[src/rtl/shift_add_multiplier.sv]
// Sequential unsigned NxN radix-2 shift-and-add multiplier.
// Ports: clock, reset (async, active-high), start, multiplicand, multiplier
//        -> product (2N, running partial), ready (result valid).
module shift_add_multiplier #(
  parameter int N = 4
) (
  input  logic           clock,
  input  logic           reset,
  input  logic           start,
  input  logic [N-1:0]   multiplicand,
  input  logic [N-1:0]   multiplier,
  output logic [2*N-1:0] product,
  output logic           ready
);

  localparam int CW = $clog2(N + 1);

  typedef enum logic [1:0] {
    IDLE,
    BUSY,
    DONE
  } state_t;

  state_t         state_q, state_d;
  logic [2*N-1:0] prod_q, prod_d;
  logic [N-1:0]   mcand_q, mcand_d;
  logic [CW-1:0]  count_q, count_d;
  logic           ready_q, ready_d;
  logic [N:0]     sum;

  // Upper half plus gated multiplicand, with the carry bit kept.
  assign sum = {1'b0, prod_q[2*N-1:N]}
             + (prod_q[0] ? {1'b0, mcand_q} : '0);

  always_ff @(posedge clock or posedge reset) begin
    if (reset) begin
      state_q <= IDLE;
      prod_q  <= '0;
      mcand_q <= '0;
      count_q <= '0;
      ready_q <= 1'b0;
    end else begin
      state_q <= state_d;
      prod_q  <= prod_d;
      mcand_q <= mcand_d;
      count_q <= count_d;
      ready_q <= ready_d;
    end
  end

  always_comb begin
    state_d = state_q;
    prod_d  = prod_q;
    mcand_d = mcand_q;
    count_d = count_q;
    ready_d = ready_q;
    unique case (state_q)
      IDLE, DONE: begin
        if (start) begin
          prod_d  = {{N{1'b0}}, multiplier};
          mcand_d = multiplicand;
          count_d = '0;
          ready_d = 1'b0;
          state_d = BUSY;
        end
      end
      BUSY: begin
        // Shift right by one; the carry enters the MSB.
        prod_d  = {sum, prod_q[N-1:1]};
        count_d = count_q + CW'(1);
        if (count_q == CW'(N - 1)) begin
          state_d = DONE;
          ready_d = 1'b1;
        end
      end
      default: begin
        state_d = IDLE;
      end
    endcase
  end

  assign product = prod_q;
  assign ready   = ready_q;

endmodule

[config.mk]
export PLATFORM = sky130hd
export DESIGN_NAME = shift_add_multiplier
export DESIGN_NICKNAME = d
export VERILOG_FILES = /design/src/rtl/shift_add_multiplier.sv
export SDC_FILE = /design/constraint.sdc
export NUM_CORES = 1
export LEC_CHECK = 0
export CAP_MARGIN = 10
export CORE_MARGIN = 2
export CORE_UTILIZATION = 50
export CTS_BUF_LIST = sky130_fd_sc_hd__clkbuf_16
export DETAILED_ROUTE_END_ITERATION = 12
export GPL_ROUTABILITY_DRIVEN = 1
export GPL_TIMING_DRIVEN = 0
export HOLD_SLACK_MARGIN = 0.1
export PLACE_DENSITY = 0.85
export SETUP_SLACK_MARGIN = 0.2
export SYNTH_ARGS = -nofsm -noshare
export SYNTH_HDL_FRONTEND = slang
export SYNTH_SLANG_ARGS = --single-unit
[constraint.sdc]
create_clock -name clock -period 1.98 [get_ports clock]
set_input_delay 0.297 -clock clock [delete_from_list [all_inputs] [get_ports clock]]
set_output_delay 0.297 -clock clock [all_outputs]
set_load 0.005 [all_outputs]
# Yosys cells after proc, flatten, opt, wreduce, memory -nomap -nowiden
# Cells that the tools add are included.
# word_totals
reg_bits	18
inputBits	11
output_inout_bits	9
elab_cells	30
# classes
n_addsub	2
muxes	11
n_eq_ne	5
n_reduce_logical	7
# ops
op	count
one-hot mux 8 bit (2 select lines)	1
two-way mux 8 bit	1
one-hot mux 3 bit (2 select lines)	1
AND reduction 2 bit	3
adder 4 x 4 -> 5 bit	1
two-way mux 2 bit	2
two-way mux 4 bit	1
!= test 2 bit, second input constant	2
one-hot mux 2 bit (2 select lines)	1
adder 3 x 1 -> 3 bit, second input constant	1
equality test 3 x 2 -> 1 bit, second input constant	1
two-way mux 3 bit	1
AND reduction 3 bit	1
equality test 2 x 1 -> 1 bit, second input constant	1
equality test 2 bit, second input constant	1
logical NOT 2 bit	1
two-way mux 1 bit	2
one-hot mux 1 bit (2 select lines)	1
nonzero test 2 bit	1
OR reduction 2 bit	1

# Longest topological paths before layout
# depth
ltp_word	4
ltp_mapped	8

# Worst setup path after synthesis
# No wires, ideal clock.
# synth_path
path_type	reg2reg
startpoint	reg prod_q[0], in the netlist product[0]
endpoint	reg prod_q[5], in the netlist product[5]
stages_incl_launch_ff	9
setup_time_ps	95
path_slack_ps	393
t_arrival_ps	1492
required_ps	1885
path_buffers	0
path_cell_list	dfrtp_1 and2_1 ha_1 inv_1 fa_1 xor2_1 o21ai_0 nand2_1 o31ai_1
# synth_between
elab_chain_len	3
# synth_lines
element	line_no	text
from (decl)	25	logic [2*N-1:0] prod_q, prod_d;
from (signal assigned)	44	prod_q <= prod_d;
two-way mux 4 bit	33	+ (prod_q[0] ? {1'b0, mcand_q} : '0);
adder 4 x 4 -> 5 bit	33	
one-hot mux 8 bit (2 select lines)	57	unique case (state_q)
# No other way between the ends.
# A chain may end at the register's enable or synchronous reset.

# Final worst setup path
# layout_path
startpoint	reg prod_q[0], in the netlist product[0]
endpoint	reg prod_q[4], in the netlist product[4]
# The elaborated chain is that of the path after synthesis.

==> reports/results.ini <==
[timing]
post-route-period-util=0.8387
maxSlewHeadroom=0.5456
grt_setup_unrepaired=no
tightest_slew_ps=680.8
slew_violations=0
hold_viol_final=0
setup_violations=0
fmaxAchievable_mhz=602.2
period_minus_slack_ps=1661
setup_slack_ps=319.4
skew_ps=4.280
worst_hold_slack_ps=454.8
setup_tns_ps=0

[worst_setup_path]
endpoint=product[4]$_DFFE_PP0P_
worstPathArrival_ps=1800
rr_worst_depth=6
path_class=flip-flop to flip-flop
rrSetupSlack_ps=320
cp.required_ps=2120
end_kind=flip-flop
crit_start=product[0]$_DFFE_PP0P_
critPathLaunchType=flip-flop
r2r-start=product[0]$_DFFE_PP0P_
crit_fanout=5
timing.rr.end=product[4]$_DFFE_PP0P_

[synthesis]
synth_area_leader_cell=dfrtp_1
synth-edff-count=0
ys_dominant_reg_cell=dfrtp_1
syn-cell-area_sq_um=1045
yosysMostFrequentCell=dfrtp_1
synth_top_area_share=0.4311
synthCells=99
syn_nets=117
avgSynthCellArea_sq_um=10.55
synth_seq_area_share=0.4311
synth_cell_types=23
synthArstFlopShare=1.000
synth_commonest_cells=dfrtp_1, nand2_1, inv_1, o21ai_0
yosys_warnings=0
ys_ff_latch=18
synth_area_leaders=dfrtp_1, ha_1, mux2_2, mux2i_1, buf_6

[clocking]
cts_made_buffers=3
ctsRootBufferMaster=clkbuf_16
cts_sinks=18
cts_buffer_depth=2
cts_tree=done
insertion_delay_ps=250
cts-htree-levels=1
ctsHoldBuffers=0
path_clk_slew_ps=50

[power]
p_per_area_nw_per_um2=1602
p_total_mw=2.189
power.leakage_nw=0.6231
vdd_drop_max_mv=0.9052

[detailed_routing]
wl_met2_um=1035
avgRoutedWirePerCell_um=13.91
drt-pass1-iter-count=4
ant_nets=0
drt_iter0_markers=6
routed.top_layer=met4
routed-via-count=796
wl_met1_um=985
drt-total-wl_um=2100
routed_via_density=5.272
wl_met3_um=48
drc_errors=0

[floorplanning]
dieHeight_um=49.71
die_area_sq_um=2471
initial_core_util=0.5325
rows=16
boundaryPins=20
coreArea_sq_um=1962
die-width_um=49.71

[placement]
hpwl_um=1540
port_buffers=19
place_congestion=0.7887
pre_cts_ws_ps=219.5

[outcome]
run_status=complete, no violations

[layout]
fin_nets=143
diodes=0
syn2layout_area_growth_pct=30.78
layout-drive-gt1-share=0.1774

[global_route]
grt_pass1_wl_um=3608
antenna_found_initial=0
grt_overflow=0
grt_start_max_net_pins=19
grt_usage=0.1919
grt_pass1_vias=795

[flow_run]
cap_viol_max_count=0

[worst_hold_path]
hold_class=input port to async pin

## layout make-up
class | count | area [sq um]
tap | 27 | 33.78
clock buffer | 3 | 75.07
fill | 172 | 595.6
buffer | 4 | 45.04
inverter | 8 | 30.03
clock inverter | 1 | 3.754
timing repair buffer | 21 | 205.2
sequential | 18 | 451.7
multi-input combinational | 69 | 521.8
## cells by family after synthesis
group | after synthesis | share of synthesized area
buffers and inverters | 12 | 0.07185
AOI/OAI and AO/OA | 26 | 0.1533
and+or+nand+nor | 23 | 0.1258
DFF | 18 | 0.4311
xor gates and xnor gates | 3 | 0.02515
adders and majority gates | 7 | 0.09102
muxes | 10 | 0.1018
## metal layers
layer  up-vias  track usage
li1        389            -
met1       388       0.2505
met2        15       0.3267
met3         4      0.02121
met4         0      0.06944
met5         -            0
## worst min path at each step
stage                                      start                      to  cells after the start
after floorplan                            reset  count_q[0]$_DFFE_PP0P_                      1
after detailed placement  mcand_q[2]$_DFFE_PP0P_  mcand_q[2]$_DFFE_PP0P_                      1
after global placement    mcand_q[3]$_DFFE_PP0P_  mcand_q[3]$_DFFE_PP0P_                      1
after CTS                                  reset  state_q[0]$_DFFE_PP0P_                      2
after global routing                       reset  state_q[0]$_DFFE_PP0P_                      2
final                                      reset  state_q[0]$_DFFE_PP0P_                      2
## critical path, stage by stage, from the launching register on
cell and delay (ps):
dfrtp_2 380, and2_1 130, ha_1 180, inv_1 70
fa_2 510, o21ai_0 70, a22o_2 210
## sequential cells by signal, summed over array words and instances (netlist names)
register and cells:
count_q 3, mcand_q 4, product 8, state_q 2
ready 1
## report_power, final
| part | switching [mW] | leakage, nW | internal [mW] | total (mW) |
|---|---|---|---|---|
| Sequential | 0.154 | 0.218 | 0.548 | 0.702 |
| Clock | 0.139 | 0.0385 | 0.269 | 0.407 |
| Combinational | 0.471 | 0.366 | 0.608 | 1.08 |
| Total | 0.764 | 0.623 | 1.42 | 2.19 |
## metrics by stage
step	area, sq um	cells	utilization
after floorplan	1045	99	-
after global placement	1269	145	0.6467
after detailed placement	1269	145	0.6467
after CTS	1348	149	0.6869
after global routing	1366	151	0.6964
final	1366	151	0.6964
## timing repair
action	in CTS	in global routing
resized for setup	0	2
setup buffers	0	2
endpoints found under the setup margin	0	3
## layout by cell type (no fill, tap or decap)
master,n
fa_2,1
clkdlybuf4s50_1,19
buf_4,2
clkbuf_16,3
inv_1,8
a21o_1,3
nand2_1,10
xor2_1,2
mux2_2,5
nor2_1,2
a21oi_1,6
o21bai_1,1
xnor2_1,1
dfrtp_1,17
o21ai_1,1
o21ai_0,8
dfrtp_2,1
mux2i_1,5
and2_1,3
nor2b_4,1
a211oi_1,4
and2b_2,4
nand2b_1,3
o31ai_1,2
ha_1,6
a22o_2,1
buf_6,4
clkinv_1,1
Note: power is estimated with default switching activity, not from simulation.
